**src/rtl/gps_lut_arbiter_if.sv**
```systemverilog
// ---------------------------------------------------------------------------
// gps_lut_arbiter_if
//
// Purpose: bundles the requester, table-ROM and result signals of the
// shared GPS lookup-table controller into a single port.
//
// Signals:
//   req       requester -> arbiter   request per requester (bit0 cos, bit1 asin)
//   key0/key1 requester -> arbiter   search keys, sampled on grant
//   rom_en    arbiter   -> ROM       read enable
//   rom_addr  arbiter   -> ROM       read address
//   rom_data  ROM       -> arbiter   {x, y}, x in the MSBs, one cycle after rom_en
//   busy      arbiter   -> requester scan in progress
//   done      arbiter   -> requester one-cycle result strobe
//   done_id   arbiter   -> requester owner of the result (valid with done)
//   miss      arbiter   -> requester key outside the table range
//   x0/y0     arbiter   -> requester lower bracket entry
//   x1/y1     arbiter   -> requester upper bracket entry
//
// Modports:
//   slave  - the arbiter itself
//   master - the surrounding datapath (requesters plus ROM model)
// ---------------------------------------------------------------------------
interface gps_lut_arbiter_if #(
    parameter int KEY_W  = 64,
    parameter int DATA_W = 64,
    parameter int ADDR_W = 7
);
    logic [1:0]              req;
    logic [KEY_W-1:0]        key0;
    logic [KEY_W-1:0]        key1;
    logic                    rom_en;
    logic [ADDR_W-1:0]       rom_addr;
    logic [KEY_W+DATA_W-1:0] rom_data;
    logic                    busy;
    logic                    done;
    logic                    done_id;
    logic                    miss;
    logic [KEY_W-1:0]        x0;
    logic [KEY_W-1:0]        x1;
    logic [DATA_W-1:0]       y0;
    logic [DATA_W-1:0]       y1;

    modport slave (
        input  req, key0, key1, rom_data,
        output rom_en, rom_addr, busy, done, done_id, miss, x0, x1, y0, y1
    );

    modport master (
        output req, key0, key1, rom_data,
        input  rom_en, rom_addr, busy, done, done_id, miss, x0, x1, y0, y1
    );
endinterface

```
**src/rtl/gps_lut_arbiter.sv**
```systemverilog
// ---------------------------------------------------------------------------
// gps_lut_arbiter
//
// Purpose: owns the single synchronous table-ROM read port shared by the
// cosine (requester 0) and arcsine (requester 1) interpolators. A granted
// request scans the monotonic table from address 0 and returns the entry
// pair bracketing the key, so the requester can interpolate linearly.
//
// Ports:
//   clk      in   clock
//   reset_n  in   asynchronous, active-low reset
//   bus      slave modport of gps_lut_arbiter_if (requests, keys, ROM port,
//            busy/done/done_id/miss and bracket outputs x0,y0,x1,y1)
//
// Configuration macro:
//   LUT_ARB_FIXED_PRIO_EN  defined   -> fixed priority, requester 0 wins ties
//                          undefined -> round-robin, requester not granted
//                                       last wins ties (requester 0 first
//                                       after reset)
//
// Timing (grant edge E): address a is driven in cycle E+a, its entry is on
// rom_data in cycle E+a+1 and compared at edge E+a+2. A result found at
// entry k raises done k+2 clocks after the grant edge; no hit is DEPTH+1.
// ---------------------------------------------------------------------------
module gps_lut_arbiter #(
    parameter int KEY_W  = 64,
    parameter int DATA_W = 64,
    parameter int ADDR_W = 7,
    parameter int DEPTH  = 128
) (
    input  logic                clk,
    input  logic                reset_n,
    gps_lut_arbiter_if.slave    bus
);

    localparam logic [ADDR_W-1:0] LAST_ADDR = ADDR_W'(DEPTH - 1);

    typedef enum logic {
        IDLE = 1'b0,
        SCAN = 1'b1
    } state_t;

    // Control state
    state_t              state_q,   state_d;
    logic                rom_en_q,  rom_en_d;
    logic [ADDR_W-1:0]   rom_addr_q, rom_addr_d;
    logic                busy_q,    busy_d;
    logic                done_q,    done_d;
    logic                done_id_q, done_id_d;
    logic                gnt_id_q,  gnt_id_d;

    // Result registers
    logic                miss_q,    miss_d;
    logic [KEY_W-1:0]    x0_q,      x0_d;
    logic [KEY_W-1:0]    x1_q,      x1_d;
    logic [DATA_W-1:0]   y0_q,      y0_d;
    logic [DATA_W-1:0]   y1_q,      y1_d;

    // Scan working registers (no reset needed: always written before use)
    logic [KEY_W-1:0]    key_q,     key_d;
    logic [KEY_W-1:0]    prev_x_q,  prev_x_d;
    logic [DATA_W-1:0]   prev_y_q,  prev_y_d;

    // ROM read pipeline: which address produced the word now on rom_data
    logic                vld_p1_q;
    logic [ADDR_W-1:0]   idx_p1_q;

    // Combinational helpers
    logic                gnt_c;
    logic                term_c;
    logic [KEY_W-1:0]    ent_x;
    logic [DATA_W-1:0]   ent_y;
    logic                ent_gt_key;
    logic                first_ent;

    assign ent_x      = bus.rom_data[KEY_W+DATA_W-1 -: KEY_W];
    assign ent_y      = bus.rom_data[DATA_W-1:0];
    assign ent_gt_key = (ent_x > key_q);
    assign first_ent  = (idx_p1_q == '0);

    // -----------------------------------------------------------------------
    // Arbitration
    // -----------------------------------------------------------------------
`ifdef LUT_ARB_FIXED_PRIO_EN
    // Requester 0 always wins; requester 1 only when it asks alone.
    always_comb begin
        gnt_c = ~bus.req[0];
    end
`else
    logic last_q, last_d;

    // On a tie the requester not granted last wins; otherwise the sole one.
    always_comb begin
        if (bus.req == 2'b11) begin
            gnt_c = ~last_q;
        end else begin
            gnt_c = bus.req[1];
        end
    end

    always_comb begin
        last_d = last_q;
        if (state_q == IDLE && bus.req != 2'b00) begin
            last_d = gnt_c;
        end
    end

    // Reset value 1 makes requester 0 the first winner of a tie.
    always_ff @(posedge clk or negedge reset_n) begin
        if (!reset_n) begin
            last_q <= 1'b1;
        end else begin
            last_q <= last_d;
        end
    end
`endif

    // -----------------------------------------------------------------------
    // Next-state / output logic
    // -----------------------------------------------------------------------
    always_comb begin
        state_d    = state_q;
        rom_en_d   = rom_en_q;
        rom_addr_d = rom_addr_q;
        busy_d     = busy_q;
        done_d     = 1'b0;
        done_id_d  = done_id_q;
        gnt_id_d   = gnt_id_q;
        miss_d     = miss_q;
        x0_d       = x0_q;
        x1_d       = x1_q;
        y0_d       = y0_q;
        y1_d       = y1_q;
        key_d      = key_q;
        prev_x_d   = prev_x_q;
        prev_y_d   = prev_y_q;
        term_c     = 1'b0;

        case (state_q)
            IDLE: begin
                if (bus.req != 2'b00) begin
                    gnt_id_d   = gnt_c;
                    key_d      = gnt_c ? bus.key1 : bus.key0;
                    rom_addr_d = '0;
                    rom_en_d   = 1'b1;
                    busy_d     = 1'b1;
                    state_d    = SCAN;
                end
            end

            SCAN: begin
                // Address runs ahead of the compare; it parks on the last entry.
                if (rom_addr_q != LAST_ADDR) begin
                    rom_addr_d = rom_addr_q + 1'b1;
                end

                if (vld_p1_q) begin
                    if (ent_gt_key) begin
                        // Entry 0 above the key means the key is below range.
                        term_c = 1'b1;
                        miss_d = first_ent;
                        x1_d   = ent_x;
                        y1_d   = ent_y;
                        x0_d   = first_ent ? ent_x : prev_x_q;
                        y0_d   = first_ent ? ent_y : prev_y_q;
                    end else if (idx_p1_q == LAST_ADDR) begin
                        // Key at or beyond the last x: clamp to the last entry.
                        term_c = 1'b1;
                        miss_d = 1'b1;
                        x0_d   = ent_x;
                        x1_d   = ent_x;
                        y0_d   = ent_y;
                        y1_d   = ent_y;
                    end else begin
                        // Not above the key yet: candidate lower bracket.
                        prev_x_d = ent_x;
                        prev_y_d = ent_y;
                    end
                end

                if (term_c) begin
                    done_d    = 1'b1;
                    done_id_d = gnt_id_q;
                    busy_d    = 1'b0;
                    rom_en_d  = 1'b0;
                    state_d   = IDLE;
                end
            end

            default: begin
                state_d = IDLE;
            end
        endcase
    end

    // -----------------------------------------------------------------------
    // Registers
    // -----------------------------------------------------------------------
    always_ff @(posedge clk or negedge reset_n) begin
        if (!reset_n) begin
            state_q    <= IDLE;
            rom_en_q   <= 1'b0;
            rom_addr_q <= '0;
            busy_q     <= 1'b0;
            done_q     <= 1'b0;
            done_id_q  <= 1'b0;
            gnt_id_q   <= 1'b0;
            miss_q     <= 1'b0;
            x0_q       <= '0;
            x1_q       <= '0;
            y0_q       <= '0;
            y1_q       <= '0;
            vld_p1_q   <= 1'b0;
        end else begin
            state_q    <= state_d;
            rom_en_q   <= rom_en_d;
            rom_addr_q <= rom_addr_d;
            busy_q     <= busy_d;
            done_q     <= done_d;
            done_id_q  <= done_id_d;
            gnt_id_q   <= gnt_id_d;
            miss_q     <= miss_d;
            x0_q       <= x0_d;
            x1_q       <= x1_d;
            y0_q       <= y0_d;
            y1_q       <= y1_d;
            // ROM word is valid one cycle after an enabled read.
            vld_p1_q   <= rom_en_q;
        end
    end

    always_ff @(posedge clk) begin
        key_q    <= key_d;
        prev_x_q <= prev_x_d;
        prev_y_q <= prev_y_d;
        idx_p1_q <= rom_addr_q;
    end

    // -----------------------------------------------------------------------
    // Outputs
    // -----------------------------------------------------------------------
    assign bus.rom_en   = rom_en_q;
    assign bus.rom_addr = rom_addr_q;
    assign bus.busy     = busy_q;
    assign bus.done     = done_q;
    assign bus.done_id  = done_id_q;
    assign bus.miss     = miss_q;
    assign bus.x0       = x0_q;
    assign bus.x1       = x1_q;
    assign bus.y0       = y0_q;
    assign bus.y1       = y1_q;

endmodule

```
**src/flat_wrapper.sv**
```systemverilog
// flat-port wrapper written by rule: the top's interface ports become plain ports
module gps_lut_arbiter_flat 
#(
    parameter int KEY_W  = 64,
    parameter int DATA_W = 64,
    parameter int ADDR_W = 7,
    parameter int DEPTH  = 128
)
  (clk, reset_n, bus_req, bus_key0, bus_key1, bus_rom_data, bus_rom_en, bus_rom_addr, bus_busy, bus_done, bus_done_id, bus_miss, bus_x0, bus_x1, bus_y0, bus_y1);
  gps_lut_arbiter_if #(.KEY_W(KEY_W), .DATA_W(DATA_W), .ADDR_W(ADDR_W)) bus_i ();
  input  logic clk;
  input  logic reset_n;
  input wire logic [$bits(bus_i.req)-1:0] bus_req;
  input wire logic [$bits(bus_i.key0)-1:0] bus_key0;
  input wire logic [$bits(bus_i.key1)-1:0] bus_key1;
  input wire logic [$bits(bus_i.rom_data)-1:0] bus_rom_data;
  output wire logic [$bits(bus_i.rom_en)-1:0] bus_rom_en;
  output wire logic [$bits(bus_i.rom_addr)-1:0] bus_rom_addr;
  output wire logic [$bits(bus_i.busy)-1:0] bus_busy;
  output wire logic [$bits(bus_i.done)-1:0] bus_done;
  output wire logic [$bits(bus_i.done_id)-1:0] bus_done_id;
  output wire logic [$bits(bus_i.miss)-1:0] bus_miss;
  output wire logic [$bits(bus_i.x0)-1:0] bus_x0;
  output wire logic [$bits(bus_i.x1)-1:0] bus_x1;
  output wire logic [$bits(bus_i.y0)-1:0] bus_y0;
  output wire logic [$bits(bus_i.y1)-1:0] bus_y1;
  assign bus_i.req = bus_req;
  assign bus_i.key0 = bus_key0;
  assign bus_i.key1 = bus_key1;
  assign bus_i.rom_data = bus_rom_data;
  assign bus_rom_en = bus_i.rom_en;
  assign bus_rom_addr = bus_i.rom_addr;
  assign bus_busy = bus_i.busy;
  assign bus_done = bus_i.done;
  assign bus_done_id = bus_i.done_id;
  assign bus_miss = bus_i.miss;
  assign bus_x0 = bus_i.x0;
  assign bus_x1 = bus_i.x1;
  assign bus_y0 = bus_i.y0;
  assign bus_y1 = bus_i.y1;
  gps_lut_arbiter #(.KEY_W(KEY_W), .DATA_W(DATA_W), .ADDR_W(ADDR_W), .DEPTH(DEPTH)) u_core (.clk(clk), .reset_n(reset_n), .bus(bus_i));
endmodule
```
**config.mk**
```make
export PLATFORM = sky130hd
export DESIGN_NAME = gps_lut_arbiter_flat
export DESIGN_NICKNAME = d
export VERILOG_FILES = /design/src/rtl/gps_lut_arbiter_if.sv /design/src/rtl/gps_lut_arbiter.sv /design/src/flat_wrapper.sv
export SDC_FILE = /design/constraint.sdc
export NUM_CORES = 1
export LEC_CHECK = 0
export ABC_AREA = 1
export CELL_PAD_IN_SITES_DETAIL_PLACEMENT = 1
export CELL_PAD_IN_SITES_GLOBAL_PLACEMENT = 1
export CORE_ASPECT_RATIO = 0.75
export CORE_MARGIN = 2
export CORE_UTILIZATION = 30
export CTS_BUF_LIST = sky130_fd_sc_hd__clkbuf_16
export CTS_CLUSTER_SIZE = 30
export DETAILED_ROUTE_END_ITERATION = 10
export PLACE_DENSITY = 0.7
export SLEW_MARGIN = 20
export SYNTH_ARGS = -nofsm -noshare
export SYNTH_HDL_FRONTEND = slang
export SYNTH_SLANG_ARGS = --single-unit
```
**constraint.sdc**
```tcl
create_clock -name clk -period 13.7 [get_ports clk]
set_input_delay 3.425 -clock clk [delete_from_list [all_inputs] [get_ports clk]]
set_output_delay 3.425 -clock clk [all_outputs]
set_load 0.01 [all_outputs]
```
==> results.yml, run 1 <==
clock_tree:
  post-cts-setup-buffers: 0
  cts_root_buf: "clkbuf_16"
  clkTransAtPathRegs_ps: 60
  cts_inserted_buffers: 53
  clock_latency_ps: 610
  cts_hold_buf: 0
  post_cts_resize_count: 0
  cts_sinks: 470
  cts_tree: "done"
  htree_levels: 2
  cts.path.max_buffers: 3
synth:
  seq_area_frac_synth_pct: 57.19
  synth_seq_cells: 470
  ys_warn_count: 0
  netlist_instances: 2694
  syn-mean-instance-area_um2: 8.235
  syn-num-nets: 3019
  syn-cell-area_um2: 22190
  ys_types: 30
layout:
  fillers: 8543
  final_nets: 3467
  seq_area_um2: 12690
  syn2layout_area_growth_pct: 34.95
  antennaDiodeCount: 0
  finalInstanceArea_um2: 29940
  fin_cells: 4155
  multi_input_area_um2: 8559
  drive_gt1_share_pct: 3.357
detailed_routing:
  post_drt_wl_per_cell_um: 19.52
  ant_nets: 0
  drt_iter0_drc: 1166
  vias: 19970
  routed_wl_mm: 81.11
  via_per_inst: 4.806
  drc: 0
  firstDrtPassIters: 4
place:
  place_area_um2: 28240
  hpwl_mm: 54.65
  place_inst: 4054
  place_ws_ps: 4060
  port_buffers: 527
  gp_congestion: 0.8148
outcome:
  run_status: "complete, no violations"
timing:
  rsz0062_at_grt: "no"
  clock.fmax_mhz: 116.8
  tns_ps: 0
  period_needed_ps: 8559
  layout_setup_ws_ps: 5141
  setup-violations-final: 0
  hold_violations: 0
  tightest_slew_ps: 1034
  fin_skew_ps: 29.72
  final_max_slew_viol_count: 0
  layout_worst_path_cycle_share_pct: 62.48
  maxSlewHeadroom_pct: 31.07
hold_path:
  min_path_type: "reg2reg"
  min_from: "u_core.bus.rom_addr[5]$_DFFE_PN0P_"
global_route:
  grt_pass1_wl_mm: 126.0
  antenna_found_initial: 5
  grt_pass1_vias: 21390
  grt_max_degree: 156
  track_usage_pct: 21.04
  grt-ovfl-total: 0
worst_setup_path:
  cpPeakStageDelay_ps: 670
  crit_type: "in2reg"
  crit_chain: "clkdlybuf4s50_1 > ha_1 > a21oi_1 > o21ai_0 > a21oi_1 > nand2_1 > a21oi_1 > nand2_4 > nand2_8 > nand2_8 > nand2_8 > buf_16 > buf_6 > nand2_1 > nand2_1"
  startpoint_type: "primary input"
  crit_path_max_fanout: 105
  cp_top_family: "simple AND/OR/NAND/NOR gates"
  reg2reg_from: "u_core.key_q[47]$_DFFE_PP_"
  critPathBufInv: 3
  cp_data_required_time_ps: 14220
  critical_path.slowest_cell: "nand2_8"
  cp-end-kind: "register"
  cp_data_arrival_time_ps: 9080
  worstSetupStartpoint: "bus_rom_data[127]"
die:
  ios: 528
  initial_core_util_pct: 30.28
  rows: 86
  die_y_um: 239.5
  dieArea_um2: 76160
  core-area_um2: 73280
  die_w_um: 318.0
pwr:
  power_leakage_nw: 14.51
  power_density_nw_per_um2: 229.5
  max-vdd-ir-drop_v: 0.0001627
job:
  max_cap_viol_count: 0
## metrics by stage
stage | utilization (%) | power, mW | hold WS [ps]
detailed placement | 38.54 | 5.536 | 441.9
CTS | 40.81 | 6.961 | 440.4
floorplan | - | 4.002 | 446.7
global placement | 38.50 | 5.390 | 440.1
global route | 40.86 | 7.366 | 466.3
finish | 40.86 | 6.871 | 447.3
## logic make-up after synthesis
kind of cell / count (synthesis) / share of synthesized area (%)
xor+xnor: 1 / 0.03949
buf+inv: 241 / 4.557
simple gates: 1867 / 33.35
compound gates: 50 / 1.196
fa+ha+maj: 65 / 3.666
flops: 470 / 57.19
## cells in the final DEF, fill, tap and decap left out, drive strengths merged
cell type	instances
a21o	1
a21oi	34
and3	1
buf	21
bufinv	2
clkbuf	56
clkdlybuf4s50	526
clkinv	21
clkinvlp	1
dfrtp	270
dfstp	1
dfxtp	7
edfxtp	192
ha	65
inv	107
nand2	1557
nand3	273
nand3b	1
nand4	7
nor2	21
nor3	5
nor3b	1
nor4	1
o21a	3
o21ai	11
o22ai	1
xor2	1
## report_power, final
group / total, mW / switching, mW / internal [mW]
Combinational: 3.10 / 1.88 / 1.22
Clock: 1.39 / 0.615 / 0.776
Sequential: 2.38 / 0.289 / 2.09
## registers in the layout, summed over array words and instances (netlist names), 7 cells and up
signal / flops
u_core.idx_p1_q: 7
u_core.prev_x_q: 64
u_core.bus.y0: 64
u_core.bus.y1: 64
u_core.key_q: 64
u_core.prev_y_q: 64
u_core.bus.rom_addr: 7
u_core.bus.x1: 64
u_core.bus.x0: 64
## cell usage after synthesis
cell,count,area share [%]
o22ai_1,1,0.028
buf_4,10,0.34
nand2_2,3,0.085
o21ai_0,10,0.23
nand2_1,1554,26
clkbuf_1,77,1.3
dfxtp_1,7,0.63
a21o_1,1,0.034
inv_2,2,0.034
buf_2,55,1.2
nand3b_1,1,0.034
xor2_1,1,0.039
ha_1,65,3.7
nor4_1,1,0.028
dfrtp_1,270,30
inv_1,84,1.4
and3_1,1,0.028
a21oi_2,1,0.039
a21oi_1,33,0.74
nand3_1,273,6.2
dfstp_2,1,0.12
nand4_1,7,0.20
o21a_1,3,0.10
nor3_1,5,0.11
o21ai_1,1,0.023
edfxtp_1,192,26
clkinv_1,1,0.017
buf_1,12,0.20
nor3b_2,1,0.056
nor2_1,21,0.36
## worst paths after layout
| kind | to | slack (ps) | depth (start not counted) |
|---|---|---|---|
| worst max-delay path | u_core.bus.y1[7]$_DFFE_PN0P_ | 5140 | 15 |
| worst min-delay path | u_core.idx_p1_q[5]$_DFF_P_ | 450 | 0 |
| worst max register to register | u_core.bus.y1[7]$_DFFE_PN0P_ | 8240 | 15 |
| worst min register to register | u_core.idx_p1_q[5]$_DFF_P_ | 450 | 0 |
| max in group asynchronous | u_core.bus.x0[45]$_DFFE_PN0P_ | 8640 | 3 |
| min in group asynchronous | u_core.bus.x0[61]$_DFFE_PN0P_ | 2830 | 1 |
## routing by layer
| metal | track usage (%) | share of wire [%] |
|---|---|---|
| met3 | 4.033 | 5.1 |
| met2 | 35.49 | 48 |
| met4 | 4.964 | 2.0 |
| met5 | 0 | 0.042 |
| met1 | 27.95 | 45 |
## cell type report
cell class              count  area share [%]
repair buffers            547           18.28
clock buffers              56           4.681
multi-input cells        1983           28.59
flip-flops and latches    470           42.38
inverters                  87           1.128
clock inverters            44          0.8902
well taps                 968           4.045
Note: power is estimated with default switching activity, not from simulation.
==> inputs of run 2 (changes only) <==
Clock period 13.7 ns to 8.75 ns, I/O delays scaled along.
==> results.yml, run 2 (same netlist as run 1, synthesis figures left out) <==
global_route:
  grt_max_degree: 153
  track_usage_pct: 21.74
  grt_pass1_vias: 21990
  grt-ovfl-total: 0
  grt_pass1_wl_mm: 129.3
  antenna_found_initial: 5
clock_tree:
  clock_latency_ps: 580
  htree_levels: 2
  post_cts_resize_count: 0
  cts_sinks: 470
  cts_tree: "done"
  post-cts-setup-buffers: 0
  cts_inserted_buffers: 51
  clkTransAtPathRegs_ps: 70
  cts_hold_buf: 0
  cts_root_buf: "clkbuf_16"
  cts.path.max_buffers: 3
timing:
  timing.hold.ws_ps: 430.0
  hold_violations: 0
  final_max_slew_viol_count: 0
  tightest_slew_ps: 1215
  setup-violations-final: 0
  fin_skew_ps: 23.10
  clock.fmax_mhz: 154.1
  tns_ps: 0
  maxSlewHeadroom_pct: 19.01
  rsz0062_at_grt: "no"
  period_needed_ps: 6487
  layout_worst_path_cycle_share_pct: 74.14
detailed_routing:
  vias: 20000
  firstDrtPassIters: 6
  post_drt_wl_per_cell_um: 20.00
  via_per_inst: 4.821
  drt_iter0_drc: 958
  ant_nets: 0
  drc: 0
  routed_wl_mm: 82.96
pwr:
  seq_power_share_pct: 34.7
  total_power_mw: 10.71
  power_leakage_nw: 14.44
  p_int_mw: 6.355
  p_switching_mw: 4.354
  power_frac_comb_pct: 45.7
  max-vdd-ir-drop_v: 0.0002454
  clkPwrFrac_pct: 19.6
  switching_share_pct: 40.66
  power_density_nw_per_um2: 358.8
worst_setup_path:
  cp_data_required_time_ps: 9210
  crit_path_max_fanout: 152
  startpoint_type: "primary input"
  crit_chain: "clkdlybuf4s50_1 > ha_1 > nand4_1 > nor2_1 > nand3_1 > nor2_1 > nand2_1 > nand2_4 > nand2_8 > nand2_8 > nand2_8 > buf_4 > nand2_1 > nand2_1"
  cp_data_arrival_time_ps: 6940
  crit_type: "in2reg"
  rr_worst_depth: 16
  critical_path.slowest_cell: "clkdlybuf4s50_1"
  cp-end-kind: "register"
  cpPeakStageDelay_ps: 660
layout:
  fillers: 8603
  mostFrequentLayoutCells: "nand2_1 (1551), clkdlybuf4s50_1 (526), nand3_1 (273)"
  syn2layout_area_growth_pct: 34.54
  mostFrequentLayoutCell: "nand2_1"
  drive_gt1_share_pct: 3.335
  final_nets: 3462
die:
  initial_core_util_pct: 30.28
  dieArea_um2: 76160
  die_y_um: 239.5
  die_w_um: 318.0
  rows: 86
  ios: 528
  core-area_um2: 73280
place:
  port_buffers: 527
  gp_congestion: 0.8229
  hpwl_mm: 54.59
outcome:
  run_status: "complete, no violations"
hold_path:
  hold_depth: 0
  min_path_type: "reg2reg"
job:
  max_cap_viol_count: 0
## run 2: final cells by class
class / instances / area, um^2 / share of cell area (%)
tap: 968 / 1211 / 4.058
antenna: 2 / 5.005 / 0.01677
inverter: 87 / 339.1 / 1.136
clock inverter: 40 / 234.0 / 0.7839
timing repair buffer: 544 / 5460 / 18.29
multi-input combinational: 1983 / 8559 / 28.68
sequential: 470 / 12690 / 42.51
clock buffer: 54 / 1351 / 4.527
## run 2: layer usage
| layer | up-vias | track usage, % | part of all wire (%) |
|---|---|---|---|
| li1 | 9423 | - | - |
| met1 | 9945 | 28.49 | 45 |
| met2 | 514 | 36.64 | 47 |
| met3 | 109 | 4.540 | 5.6 |
| met4 | 6 | 5.584 | 2.3 |
| met5 | - | 0 | 0.049 |
## run 2: path summary, 6_finish.rpt
path / startpoint / to / slack (ps)
min in group asynchronous: reset_n / u_core.bus.y1[9]$_DFFE_PN0P_ / 1560
worst min register to register: u_core.bus.rom_addr[4]$_DFFE_PN0P_ / u_core.idx_p1_q[4]$_DFF_P_ / 430
max in group asynchronous: reset_n / u_core.bus.x1[42]$_DFFE_PN0P_ / 5780
worst min-delay path: u_core.bus.rom_addr[4]$_DFFE_PN0P_ / u_core.idx_p1_q[4]$_DFF_P_ / 430
worst max-delay path: bus_rom_data[124] / u_core.bus.miss$_DFFE_PN0P_ / 2260
worst max register to register: u_core.key_q[41]$_DFFE_PP_ / u_core.bus.miss$_DFFE_PN0P_ / 4160
## run 2: worst max-delay path, delay by kind of cell
family / cells / cell delay, ps
and+or+nand+nor: 11 / 2990
buffers and inverters: 2 / 1210
adders and majority gates: 1 / 420
## run 2: per-stage QoR
step | util (%) | cell area, um^2 | worst slack (ps) | instances
final | 40.73 | 29850 | 2263 | 4148
after global routing | 40.73 | 29850 | 1671 | 4147
after CTS | 40.71 | 29830 | 2025 | 4146
after detailed placement | 38.55 | 28250 | 1407 | 4052
after global placement | 38.54 | 28240 | 1521 | 4052
after floorplan | - | 22190 | 1413 | 2694
## run 2: power by group through the flow
stage                     registers [mW]  logic (mW)  clock network, mW
after floorplan                     3.96        2.29                  0
after global placement              3.71        4.78                  0
after detailed placement            3.74        4.97                  0
after CTS                           3.72        5.00               2.16
after global routing                3.82        5.45               2.25
final                               3.72        4.89               2.10
==> inputs of run 3 (changes only) <==
Clock period 8.75 ns to 6.3 ns, I/O delays scaled along.
==> results.yml, run 3 (same netlist as run 1, synthesis figures left out) <==
job:
  max_cap_viol_count: 0
detailed_routing:
  firstDrtPassIters: 5
  ant_nets: 0
  post_drt_wl_per_cell_um: 20.03
  drc: 0
  vias: 20010
  drt_iter0_drc: 1033
  via_per_inst: 4.812
  routed_wl_mm: 83.31
clock_tree:
  clkTransAtPathRegs_ps: 60
  post_cts_resize_count: 0
  cts_tree: "done"
  cts.path.max_buffers: 3
  clock_latency_ps: 610
  htree_levels: 2
  cts_sinks: 470
  cts_root_buf: "clkbuf_16"
  post-cts-setup-buffers: 0
  cts_inserted_buffers: 53
  cts_hold_buf: 0
global_route:
  grt-ovfl-total: 0
  grt_max_degree: 132
  grt_pass1_vias: 21780
  track_usage_pct: 21.80
  grt_pass1_wl_mm: 129.1
  antenna_found_initial: 8
die:
  initial_core_util_pct: 30.28
  dieArea_um2: 76160
  die_y_um: 239.5
  die_w_um: 318.0
  core-area_um2: 73280
  rows: 86
  ios: 528
timing:
  fin_skew_ps: 24.12
  tns_ps: 0
  maxSlewHeadroom_pct: 30.88
  clock.fmax_mhz: 187.4
  hold_violations: 0
  layout_worst_path_cycle_share_pct: 84.71
  timing.hold.ws_ps: 466.4
  tightest_slew_ps: 1037
  final_max_slew_viol_count: 0
  rsz0062_at_grt: "no"
  layout_setup_ws_ps: 963.2
  setup-violations-final: 0
  period_needed_ps: 5337
layout:
  seq_area_um2: 12690
  utilization_pct: 40.82
  drive_gt1_share_pct: 3.481
  mostFrequentLayoutCells: "nand2_1 (1551), clkdlybuf4s50_1 (526), nand3_1 (273)"
  multi_input_area_um2: 8559
  mostFrequentLayoutCell: "nand2_1"
  final_nets: 3470
  syn2layout_area_growth_pct: 34.84
  fillers: 8569
hold_path:
  min_path_type: "reg2reg"
worst_setup_path:
  startpoint_type: "primary input"
  cp_top_family: "simple AND/OR/NAND/NOR gates"
  crit_path_max_fanout: 89
  critical_path.slowest_cell: "buf_4"
  crit_top_cell: "nand2_8"
  critPathBufInv: 2
  cp-end-kind: "register"
  crit_type: "in2reg"
  cp_data_required_time_ps: 6830
  crit_chain: "clkdlybuf4s50_1 > ha_1 > nand4_1 > nor2_1 > nand3_1 > nor2_1 > nand4_1 > nand2_8 > nand2_8 > nand2_8 > buf_4 > nand2_1 > nand2_1"
  cp_data_arrival_time_ps: 5860
  cpPeakStageDelay_ps: 740
pwr:
  power_leakage_nw: 14.50
  max-vdd-ir-drop_v: 0.0004210
  power_density_nw_per_um2: 498.5
place:
  place_ws_ps: 248.3
  port_buffers: 527
  gp_congestion: 0.9025
  hpwl_mm: 54.69
outcome:
  run_status: "complete, no violations"
run 3: changes by cell type in the layout (fill, tap and decap cells not counted), sizes merged:
cell	change
buf	+6
inv	+5
run 3: where the power goes:
part / total (mW) / switching (mW) / leakage [nW] / internal (mW)
Sequential: 5.15 / 0.605 / 5.23 / 4.55
Clock: 2.94 / 1.32 / 0.856 / 1.63
Combinational: 6.82 / 4.16 / 8.41 / 2.66
Total: 14.9 / 6.08 / 14.5 / 8.83
run 3: path summary, 6_finish.rpt:
kind                                                    startpoint                       endpoint  slack, ps  cells past startpoint
worst max-delay path                             bus_rom_data[124]  u_core.bus.y0[14]$_DFFE_PN0P_        960                     13
worst min-delay path            u_core.bus.rom_addr[5]$_DFFE_PN0P_     u_core.idx_p1_q[5]$_DFF_P_        470                      0
max in group asynchronous                                  reset_n  u_core.bus.y1[44]$_DFFE_PN0P_       4130                      2
min in group asynchronous                                  reset_n  u_core.bus.y0[49]$_DFFE_PN0P_        940                      1
worst max register to register          u_core.key_q[63]$_DFFE_PP_  u_core.bus.y0[14]$_DFFE_PN0P_       2230                     13
worst min register to register  u_core.bus.rom_addr[5]$_DFFE_PN0P_     u_core.idx_p1_q[5]$_DFF_P_        470                      0
run 3: area by class of cell:
type	count	area share (%)
timing repair buffer	550	18.41
multi-input combinational	1983	28.61
sequential	470	42.42
tap	968	4.049
clock buffer	54	4.517
clock inverter	45	0.8407
antenna	2	0.01673
inverter	87	1.138
run 3: through the flow:
stage          instances  instance area (um^2)  total power, mW
2_1_floorplan       2694                 22190            8.655
3_3_place_gp        4058                 28300            11.84
3_5_place_dp        4058                 28300            12.11
4_1_cts             4157                 29900            15.14
5_1_grt             4158                 29910            16.00
6_report            4159                 29910            14.91
run 3: metal layers:
layer	vias up	GRT usage [%]	part of all wire, %
li1	9449	-	-
met1	9903	28.21	44
met2	527	36.48	47
met3	128	4.989	6.0
met4	6	6.421	2.6
met5	-	0	0.043
